===== src/rtl/lc3b_fetch_queue_if.sv =====
// Fetch queue bus bundle: icache request/response, redirect, and decode dequeue.
//   master : the fetch queue (drives icache_addr/read and the deq_* head signals)
//   slave  : the environment (icache, branch unit, decode stage)
interface lc3b_fetch_queue_if #(
  parameter int ADDR_W = 16,
  parameter int LINE_W = 128
);
  logic [ADDR_W-1:0] icache_addr;
  logic              icache_read;
  logic              icache_resp;
  logic [LINE_W-1:0] icache_rdata;
  logic              redirect_valid;
  logic [ADDR_W-1:0] redirect_pc;
  logic              deq_ready;
  logic              deq_valid;
  logic [15:0]       deq_instr;
  logic [ADDR_W-1:0] deq_pc;
  logic [ADDR_W-1:0] deq_next_pc;

  modport master (
    output icache_addr, icache_read, deq_valid, deq_instr, deq_pc, deq_next_pc,
    input  icache_resp, icache_rdata, redirect_valid, redirect_pc, deq_ready
  );

  modport slave (
    input  icache_addr, icache_read, deq_valid, deq_instr, deq_pc, deq_next_pc,
    output icache_resp, icache_rdata, redirect_valid, redirect_pc, deq_ready
  );
endinterface


===== src/rtl/lc3b_fetch_queue.sv =====
// LC-3b instruction fetch unit with a small instruction queue.
// Fetches one 16-bit instruction per icache response, extracting the word
// addressed by the PC from the returned line, and queues {instr, pc} for decode.
// Ports:
//   clk, rst      : clock, asynchronous active-high reset
//   bus (master)  : icache_addr/read/resp/rdata, redirect_valid/pc,
//                   deq_ready/valid/instr/pc/next_pc
//   occupancy     : number of valid queue entries
// Optional build macro FETCH_PERF_EN adds perf_stall_cnt / perf_flush_cnt
// (saturating 32-bit counters of icache miss cycles and redirect cycles).
module lc3b_fetch_queue #(
  parameter int                ADDR_W   = 16,
  parameter int                LINE_W   = 128,
  parameter int                DEPTH    = 4,
  parameter logic [ADDR_W-1:0] RESET_PC = '0
) (
  input  logic                         clk,
  input  logic                         rst,
  lc3b_fetch_queue_if.master           bus,
  output logic [$clog2(DEPTH+1)-1:0]   occupancy
`ifdef FETCH_PERF_EN
  ,
  output logic [31:0]                  perf_stall_cnt,
  output logic [31:0]                  perf_flush_cnt
`endif
);
  localparam int PTR_W = $clog2(DEPTH);
  localparam int CNT_W = $clog2(DEPTH+1);
  localparam int WORDS = LINE_W / 16;

  typedef enum logic [1:0] {FETCH, FULL, SQUASH} state_t;

  state_t            state, state_nxt;
  logic [ADDR_W-1:0] pc, pc_nxt, tgt, tgt_nxt, redir_tgt;
  logic [15:0]       instr_q [DEPTH];
  logic [ADDR_W-1:0] pc_q    [DEPTH];
  logic [PTR_W-1:0]  wptr, rptr;
  logic [CNT_W-1:0]  count;
  logic [15:0]       line_instr;
  logic              push, pop, flush;
  logic              unused_redir_lsb;

  // PCs are always halfword aligned; the target's LSB is dropped.
  assign redir_tgt        = {bus.redirect_pc[ADDR_W-1:1], 1'b0};
  assign unused_redir_lsb = bus.redirect_pc[0];

  generate
    if (WORDS > 1) begin : g_sel
      logic [$clog2(WORDS)-1:0] widx;
      assign widx       = pc[$clog2(WORDS):1];
      assign line_instr = bus.icache_rdata[16*widx +: 16];
    end else begin : g_one
      assign line_instr = bus.icache_rdata[15:0];
    end
  endgenerate

  assign flush           = bus.redirect_valid;
  assign bus.deq_valid   = (count != '0);
  // A redirect discards the same-cycle pop along with the queue contents.
  assign pop             = bus.deq_valid && bus.deq_ready && !flush;
  assign bus.icache_addr = pc;
  // Gated by rst so no request is visible while reset is held.
  assign bus.icache_read = !rst && (state != FULL);
  assign bus.deq_instr   = instr_q[rptr];
  assign bus.deq_pc      = pc_q[rptr];
  assign bus.deq_next_pc = pc_q[rptr] + ADDR_W'(2);
  assign occupancy       = count;

  always_ff @(posedge clk or posedge rst) begin
    if (rst) begin
      state <= FETCH;
      pc    <= RESET_PC;
      tgt   <= '0;
    end else begin
      state <= state_nxt;
      pc    <= pc_nxt;
      tgt   <= tgt_nxt;
    end
  end

  always_comb begin
    state_nxt = state;
    pc_nxt    = pc;
    tgt_nxt   = tgt;
    push      = 1'b0;
    case (state)
      FETCH: begin
        if (flush) begin
          if (bus.icache_resp) begin
            pc_nxt = redir_tgt;
          end else begin
            // Request still in flight: park the target until it returns.
            tgt_nxt   = redir_tgt;
            state_nxt = SQUASH;
          end
        end else if (bus.icache_resp) begin
          push   = 1'b1;
          pc_nxt = pc + ADDR_W'(2);
          if (!pop && count == CNT_W'(DEPTH-1)) state_nxt = FULL;
        end
      end
      FULL: begin
        if (flush) begin
          pc_nxt    = redir_tgt;
          state_nxt = FETCH;
        end else if (pop) begin
          state_nxt = FETCH;
        end
      end
      SQUASH: begin
        if (bus.icache_resp) begin
          pc_nxt    = flush ? redir_tgt : tgt;
          state_nxt = FETCH;
        end else if (flush) begin
          tgt_nxt = redir_tgt;
        end
      end
      default: state_nxt = FETCH;
    endcase
  end

  always_ff @(posedge clk or posedge rst) begin
    if (rst) begin
      wptr  <= '0;
      rptr  <= '0;
      count <= '0;
    end else if (flush) begin
      wptr  <= '0;
      rptr  <= '0;
      count <= '0;
    end else begin
      if (push) wptr <= wptr + PTR_W'(1);
      if (pop)  rptr <= rptr + PTR_W'(1);
      if (push && !pop)      count <= count + CNT_W'(1);
      else if (!push && pop) count <= count - CNT_W'(1);
    end
  end

  // Payload storage needs no reset; validity is tracked by count.
  always_ff @(posedge clk) begin
    if (push) begin
      instr_q[wptr] <= line_instr;
      pc_q[wptr]    <= pc;
    end
  end

`ifdef FETCH_PERF_EN
  always_ff @(posedge clk or posedge rst) begin
    if (rst) begin
      perf_stall_cnt <= '0;
      perf_flush_cnt <= '0;
    end else begin
      if (bus.icache_read && !bus.icache_resp && perf_stall_cnt != '1)
        perf_stall_cnt <= perf_stall_cnt + 32'd1;
      if (bus.redirect_valid && perf_flush_cnt != '1)
        perf_flush_cnt <= perf_flush_cnt + 32'd1;
    end
  end
`endif
endmodule


===== src/flat_wrapper.sv =====
// flat-port wrapper written by rule: the top's interface ports become plain ports
module lc3b_fetch_queue_flat 
#(
  parameter int                ADDR_W   = 16,
  parameter int                LINE_W   = 128,
  parameter int                DEPTH    = 4,
  parameter logic [ADDR_W-1:0] RESET_PC = '0
)
  (clk, rst, occupancy, bus_icache_addr, bus_icache_read, bus_deq_valid, bus_deq_instr, bus_deq_pc, bus_deq_next_pc, bus_icache_resp, bus_icache_rdata, bus_redirect_valid, bus_redirect_pc, bus_deq_ready);
  lc3b_fetch_queue_if #(.ADDR_W(ADDR_W), .LINE_W(LINE_W)) bus_i ();
  input  logic clk;
  input  logic rst;
  output logic [$clog2(DEPTH+1)-1:0] occupancy;
  output wire logic [$bits(bus_i.icache_addr)-1:0] bus_icache_addr;
  output wire logic [$bits(bus_i.icache_read)-1:0] bus_icache_read;
  output wire logic [$bits(bus_i.deq_valid)-1:0] bus_deq_valid;
  output wire logic [$bits(bus_i.deq_instr)-1:0] bus_deq_instr;
  output wire logic [$bits(bus_i.deq_pc)-1:0] bus_deq_pc;
  output wire logic [$bits(bus_i.deq_next_pc)-1:0] bus_deq_next_pc;
  input wire logic [$bits(bus_i.icache_resp)-1:0] bus_icache_resp;
  input wire logic [$bits(bus_i.icache_rdata)-1:0] bus_icache_rdata;
  input wire logic [$bits(bus_i.redirect_valid)-1:0] bus_redirect_valid;
  input wire logic [$bits(bus_i.redirect_pc)-1:0] bus_redirect_pc;
  input wire logic [$bits(bus_i.deq_ready)-1:0] bus_deq_ready;
  assign bus_icache_addr = bus_i.icache_addr;
  assign bus_icache_read = bus_i.icache_read;
  assign bus_deq_valid = bus_i.deq_valid;
  assign bus_deq_instr = bus_i.deq_instr;
  assign bus_deq_pc = bus_i.deq_pc;
  assign bus_deq_next_pc = bus_i.deq_next_pc;
  assign bus_i.icache_resp = bus_icache_resp;
  assign bus_i.icache_rdata = bus_icache_rdata;
  assign bus_i.redirect_valid = bus_redirect_valid;
  assign bus_i.redirect_pc = bus_redirect_pc;
  assign bus_i.deq_ready = bus_deq_ready;
  lc3b_fetch_queue #(.ADDR_W(ADDR_W), .LINE_W(LINE_W), .DEPTH(DEPTH), .RESET_PC(RESET_PC)) u_core (.clk(clk), .rst(rst), .bus(bus_i), .occupancy(occupancy));
endmodule

===== config.mk =====
export PLATFORM = sky130hd
export DESIGN_NAME = lc3b_fetch_queue_flat
export DESIGN_NICKNAME = d
export VERILOG_FILES = /design/src/rtl/lc3b_fetch_queue_if.sv /design/src/rtl/lc3b_fetch_queue.sv /design/src/flat_wrapper.sv
export SDC_FILE = /design/constraint.sdc
export NUM_CORES = 1
export LEC_CHECK = 0
export ABC_AREA = 0
export CAP_MARGIN = 20
export CORE_MARGIN = 1
export CORE_UTILIZATION = 50
export CTS_CLUSTER_SIZE = 20
export DETAILED_ROUTE_END_ITERATION = 10
export PLACE_DENSITY = 0.81
export SLEW_MARGIN = 30
export SYNTH_ARGS = -nofsm -noshare
export SYNTH_HDL_FRONTEND = slang
export SYNTH_SLANG_ARGS = --single-unit

===== constraint.sdc =====
create_clock -name clk -period 4.75 [get_ports clk]
set_input_delay 0.95 -clock clk [delete_from_list [all_inputs] [get_ports clk]]
set_output_delay 0.95 -clock clk [all_outputs]
set_load 0.05 [all_outputs]

---- Word level (Yosys, flattened, before mapping) ----
Memory sizes are Yosys's and may differ from the RTL's.
Cells that the tools add are included.
word-level totals
  bits in registers ....................... 41
  memories kept ........................... 2
  memory bits (writable) .................. 128
  input bits .............................. 149
  word-level logic and storage cells ...... 80
memory list
  memory          depth  bits a word  read ports  clocked after Yosys merged registers in  write ports  line                    RTL
  u_core.instr_q  4      16           1           0                                        1            lc3b_fetch_queue.sv:35  logic [15:0] instr_q [DEPTH];
  u_core.pc_q     4      16           1           0                                        1            lc3b_fetch_queue.sv:36  logic [ADDR_W-1:0] pc_q [DEPTH];
operators by class
  shift-type cells ........................ 1
  $add $sub $neg .......................... 6
  reduce and logical (&&, ||, !) cells .... 20
  equality and inequality tests ........... 14
  multiplexer cells ....................... 31
operators by type and width
  cell                   number
  $mux 16                9
  $shiftx 128x8->16      1
  $pmux 16 s3            1
  $add 16x2->16 const B  2
  $pmux 16 s2            1
  $mux 2                 11
  $ne 2x2->1 const B     6
  $mux 3                 3
  $reduce_bool 3->1      3
  $reduce_and 4->1       2
  $logic_and 1x1->1      6
  $ne 3x2->1 const B     2
  $ne 3x3->1 const B     2
  $pmux 2 s3             1
  $reduce_bool 2->1      3
  $mux 1                 5
  $reduce_and 5->1       1
  $add 2x1->2 const B    2
  $logic_not 1->1        4
  $add 3x1->3 const B    1
  $eq 3x2->1 const B     1
  $sub 3x1->3 const B    1
  $eq 2x1->1 const B     1
  $eq 2x2->1 const B     1
  other kinds (2)        2

---- Longest topological paths before layout ----
  depth in word-level cells ............... 9
  depth in mapped cells ................... 10
  gate-level depth less buffers ........... 8

---- Worst setup path before layout ----
No wires, ideal clock.
  kind .................................... reg2out
  start ................................... reg u_core.rptr[0]
  end ..................................... out bus_deq_next_pc[11]
  arrival time ............................ 2.730 ns
  cell stages (with the launch flop) ...... 9
  setup slack ............................. 1.070 ns
  buffers on the path ..................... 2
  path through ............................ dfrtp_1 > buf_6 > buf_12 > mux4_2 > ha_1 > and2_1 > nand2_1 > nor3_1 > xnor2_1
on the way
  word-level cells in the longest chain between the ends .. 2
RTL lines
  item                    line                     RTL
  from (decl)             lc3b_fetch_queue.sv:37   logic [PTR_W-1:0] wptr, rptr;
  from (signal assigned)  lc3b_fetch_queue.sv:133  if (pop) rptr <= rptr + PTR_W'(1);
  $mem_v2 4x16            --
  net bus_deq_pc[1]       flat_wrapper.sv:18       output wire logic [$bits(bus_i.deq_pc)-1:0] bus_deq_pc;
  $add 16x2->16           lc3b_fetch_queue.sv:66   assign bus.deq_next_pc = pc_q[rptr] + ADDR_W'(2);
  to (decl)               flat_wrapper.sv:19       output wire logic [$bits(bus_i.deq_next_pc)-1:0] bus_deq_next_pc;
The timed path passes the listed nets, and every way through them passes these cells.

---- Final worst setup path ----
  start ................................... reg u_core.rptr[0]
  end ..................................... out bus_deq_next_pc[11]
on the way
  word-level cells in the longest chain between the ends .. 2
RTL lines
  item           line
  $mem_v2 4x16   --
  $add 16x2->16  lc3b_fetch_queue.sv:66
Every way passes these cells.

==> flow_summary.toml <==
[critical_path]
worstSetupEndpointType = "primary output"
critPathLaunchType = "flip-flop"
crit-reg2reg-launch = "u_core.state[1]"
cp.required_ps = 3800
max_stage_delay_ps = 830
r2r_cells = 6
path_class = "reg -> out"
cp-startpoint = "u_core.rptr[0]"
worstPathArrival_ps = 3390
cp_top_family = "buffers and inverters"
worstPathBufferInverterCount = 1
critPathMaxFanout = 17
crit_slowest_cell = "clkdlybuf4s50_1"
cp_cell_sequence = "mux4_2 > ha_1 > and2_1 > nand2_1 > nor3_1 > xnor2_1 > clkdlybuf4s50_1"
worstSetupPathDepth = 7

[clocking]
clk_latency_ps = 420
cts-hold-fix-buffers = 0
cts_sinks = 169
numCtsBuffers = 17
cts_root_buf = "clkbuf_16"
cts_resized = 0
h-tree-depth = 4
cts_setup_buffers = 0
cts_tree = "built"
cts_buffer_depth = 2
clk_pin_slew_ps = 60

[sta]
fmax_ghz = 0.2303
tightestPinTransition_ps = 884.8
tns_ps = 0
period_share_pct = 91.41
maxSlewViolCount = 0
hold_viol = 0
rsz0062_at_grt = "no"
whs_ps = 491.1
relSlewSlack_pct = 41.01
finalSetupViolations = 0
period_needed_ps = 4342
fin_worst_skew_ps = 5.241

[cells_and_area]
drive_gt1_share_pct = 18.05
diodes = 0
fillerInstances = 1112
layout.nets = 928
ff_latch_area_um2 = 4872
multiInputGateArea_um2 = 3343
synthToLayoutAreaGrowth_pct = 34.61

[hold_path]
min_path_cells = 1
hp-start = "u_core.tgt[0]"
hp-class = "reg -> reg"

[power]
powerDensity_nw_per_um2 = 638.7
irDropWorstVdd_v = 0.0005113
p_leak_nw = 3.931
power_mw = 7.264

[job]
cap_violations = 0

[route]
drc = 0
antenna_left = 0
first_pass_iters = 5
vias = 5813
vias_per_cell = 5.807
wl_per_cell_um = 21.41
drtIter0Drc = 660
wirelength_um = 21430

[synth]
async_flop_share_pct = 24.26
yosys-top-cells-count = "128 x edfxtp_1, 62 x mux4_2, 41 x dfrtp_1"
yosysSeqAreaShare_pct = 57.63
avgSynthCellArea_um2 = 15.14
synth_top_area_share_pct = 45.49
yosysWarnings = 0
synth_nets = 718
yosysUniqueCellTypes = 56
ys_ff_latch = 169
synth-edff-count = 128
yosysTopAreaCell = "edfxtp_1"
netlist_area_um2 = 8449
syn_inst = 558
yosys-top-cells-area = "edfxtp_1 45%, mux4_2 17%, dfrtp_1 12%"
yosysMostFrequentCell = "edfxtp_1"
synth-main-ff-cell = "edfxtp_1"

[floorplan]
fp.dieArea_um2 = 17420
rows = 47
coreArea_um2 = 16520
fp.dieW_um = 132.0
chipHeight_um = 132.0
io_pins = 218
start_util_pct = 51.13

[placement]
gp_congestion = 0.9168
portBuffers = 216
place.detailed.hpwl_um = 15130

[global_routing]
first_global_vias = 6111
grtUsageMet3_pct = 4.806
grt_use_total_pct = 25.89
met1_usage_pct = 34.37
grt_max_degree = 33
grt_pass1_wl_um = 33870
grt_remaining_overflow = 0
met2_usage_pct = 43.00
grt_busiest_layer = "met2"
antenna_found_initial = 0

[status]
status = "complete, no violations"
==> kinds of logic after synthesis <==
kind of cell               Yosys count  synth area share (%)
AOI/OAI and AO/OA                   89                 6.916
xor gates and xnor gates            22                 2.281
adders and majority gates           11                 1.718
buffers and inverters               52                 2.858
DFF                                169                 57.63
muxes                              101                 22.01
and+or+nand+nor                    114                 6.590
==> metal layers <==
metal | vias to the layer above | part of all wire, %
li1 | 2628 | -
met1 | 2899 | 42
met2 | 248 | 50
met3 | 38 | 5.9
met4 | 0 | 2.2
met5 | - | 0
==> placed cells by master, fill, tap and decap left out, types with 10 or more instances in the layout <==
cell / count
mux4_2: 62
inv_1: 17
xnor2_1: 13
o21ai_0: 24
mux2_2: 32
ha_1: 10
dfrtp_1: 39
clkdlybuf4s50_1: 216
nor2_1: 25
clkbuf_16: 17
nor3_1: 10
nand2_1: 32
nand3_1: 12
a21oi_1: 20
edfxtp_1: 128
==> flip-flops by register name (all words and copies together) (netlist names) <==
signal                  count
u_core.wptr                 2
u_core.instr_q             64
u_core.occupancy            3
u_core.rptr                 2
u_core.bus.icache_addr     16
u_core.pc_q                64
u_core.state                2
u_core.tgt                 16
==> per-stage QoR <==
step	std cells	cell area [µm²]	util, %	setup WS (ps)
floorplan	558	8449	-	1070
global placement	969	10790	65.28	864.4
detailed placement	969	10790	65.28	817.1
CTS	1001	11370	68.83	356.9
global route	1001	11370	68.83	251.5
finish	1001	11370	68.83	408.0
==> area by class of cell <==
type                       instances  area share [%]
clock inverter                    13           1.342
sequential                       169           42.84
inverter                          18          0.5941
clock buffer                      19           3.806
timing repair buffer             225           19.60
tap                              220           2.420
multi-input combinational        337           29.39
==> report_power, final <==
part / internal [mW] / switching [mW] / leakage [nW]
clock: 0.823 / 0.545 / 0.281
sequential: 2.03 / 0.305 / 1.67
combinational: 1.46 / 2.11 / 1.98
total: 4.31 / 2.96 / 3.93
==> worst register-to-register path: cells and delay by family (launching register included) <==
family          cells  cell delay [ps]
buf+inv             1              110
flops               1              420
compound gates      2              490
fa+ha+maj           1              620
simple gates        2             1070
==> path summary, 6_finish.rpt <==
check | end | slack, ps
setup / recovery | bus_deq_next_pc[11] | 410
hold / removal | u_core.tgt[0] | 490
setup reg to reg | u_core.bus.icache_addr[12] | 1930
hold reg to reg | u_core.tgt[0] | 490
max in group asynchronous | u_core.rptr[0] | 2890
min in group asynchronous | u_core.tgt[1] | 1020
No activity file was read; power rests on OpenSTA's default activity.
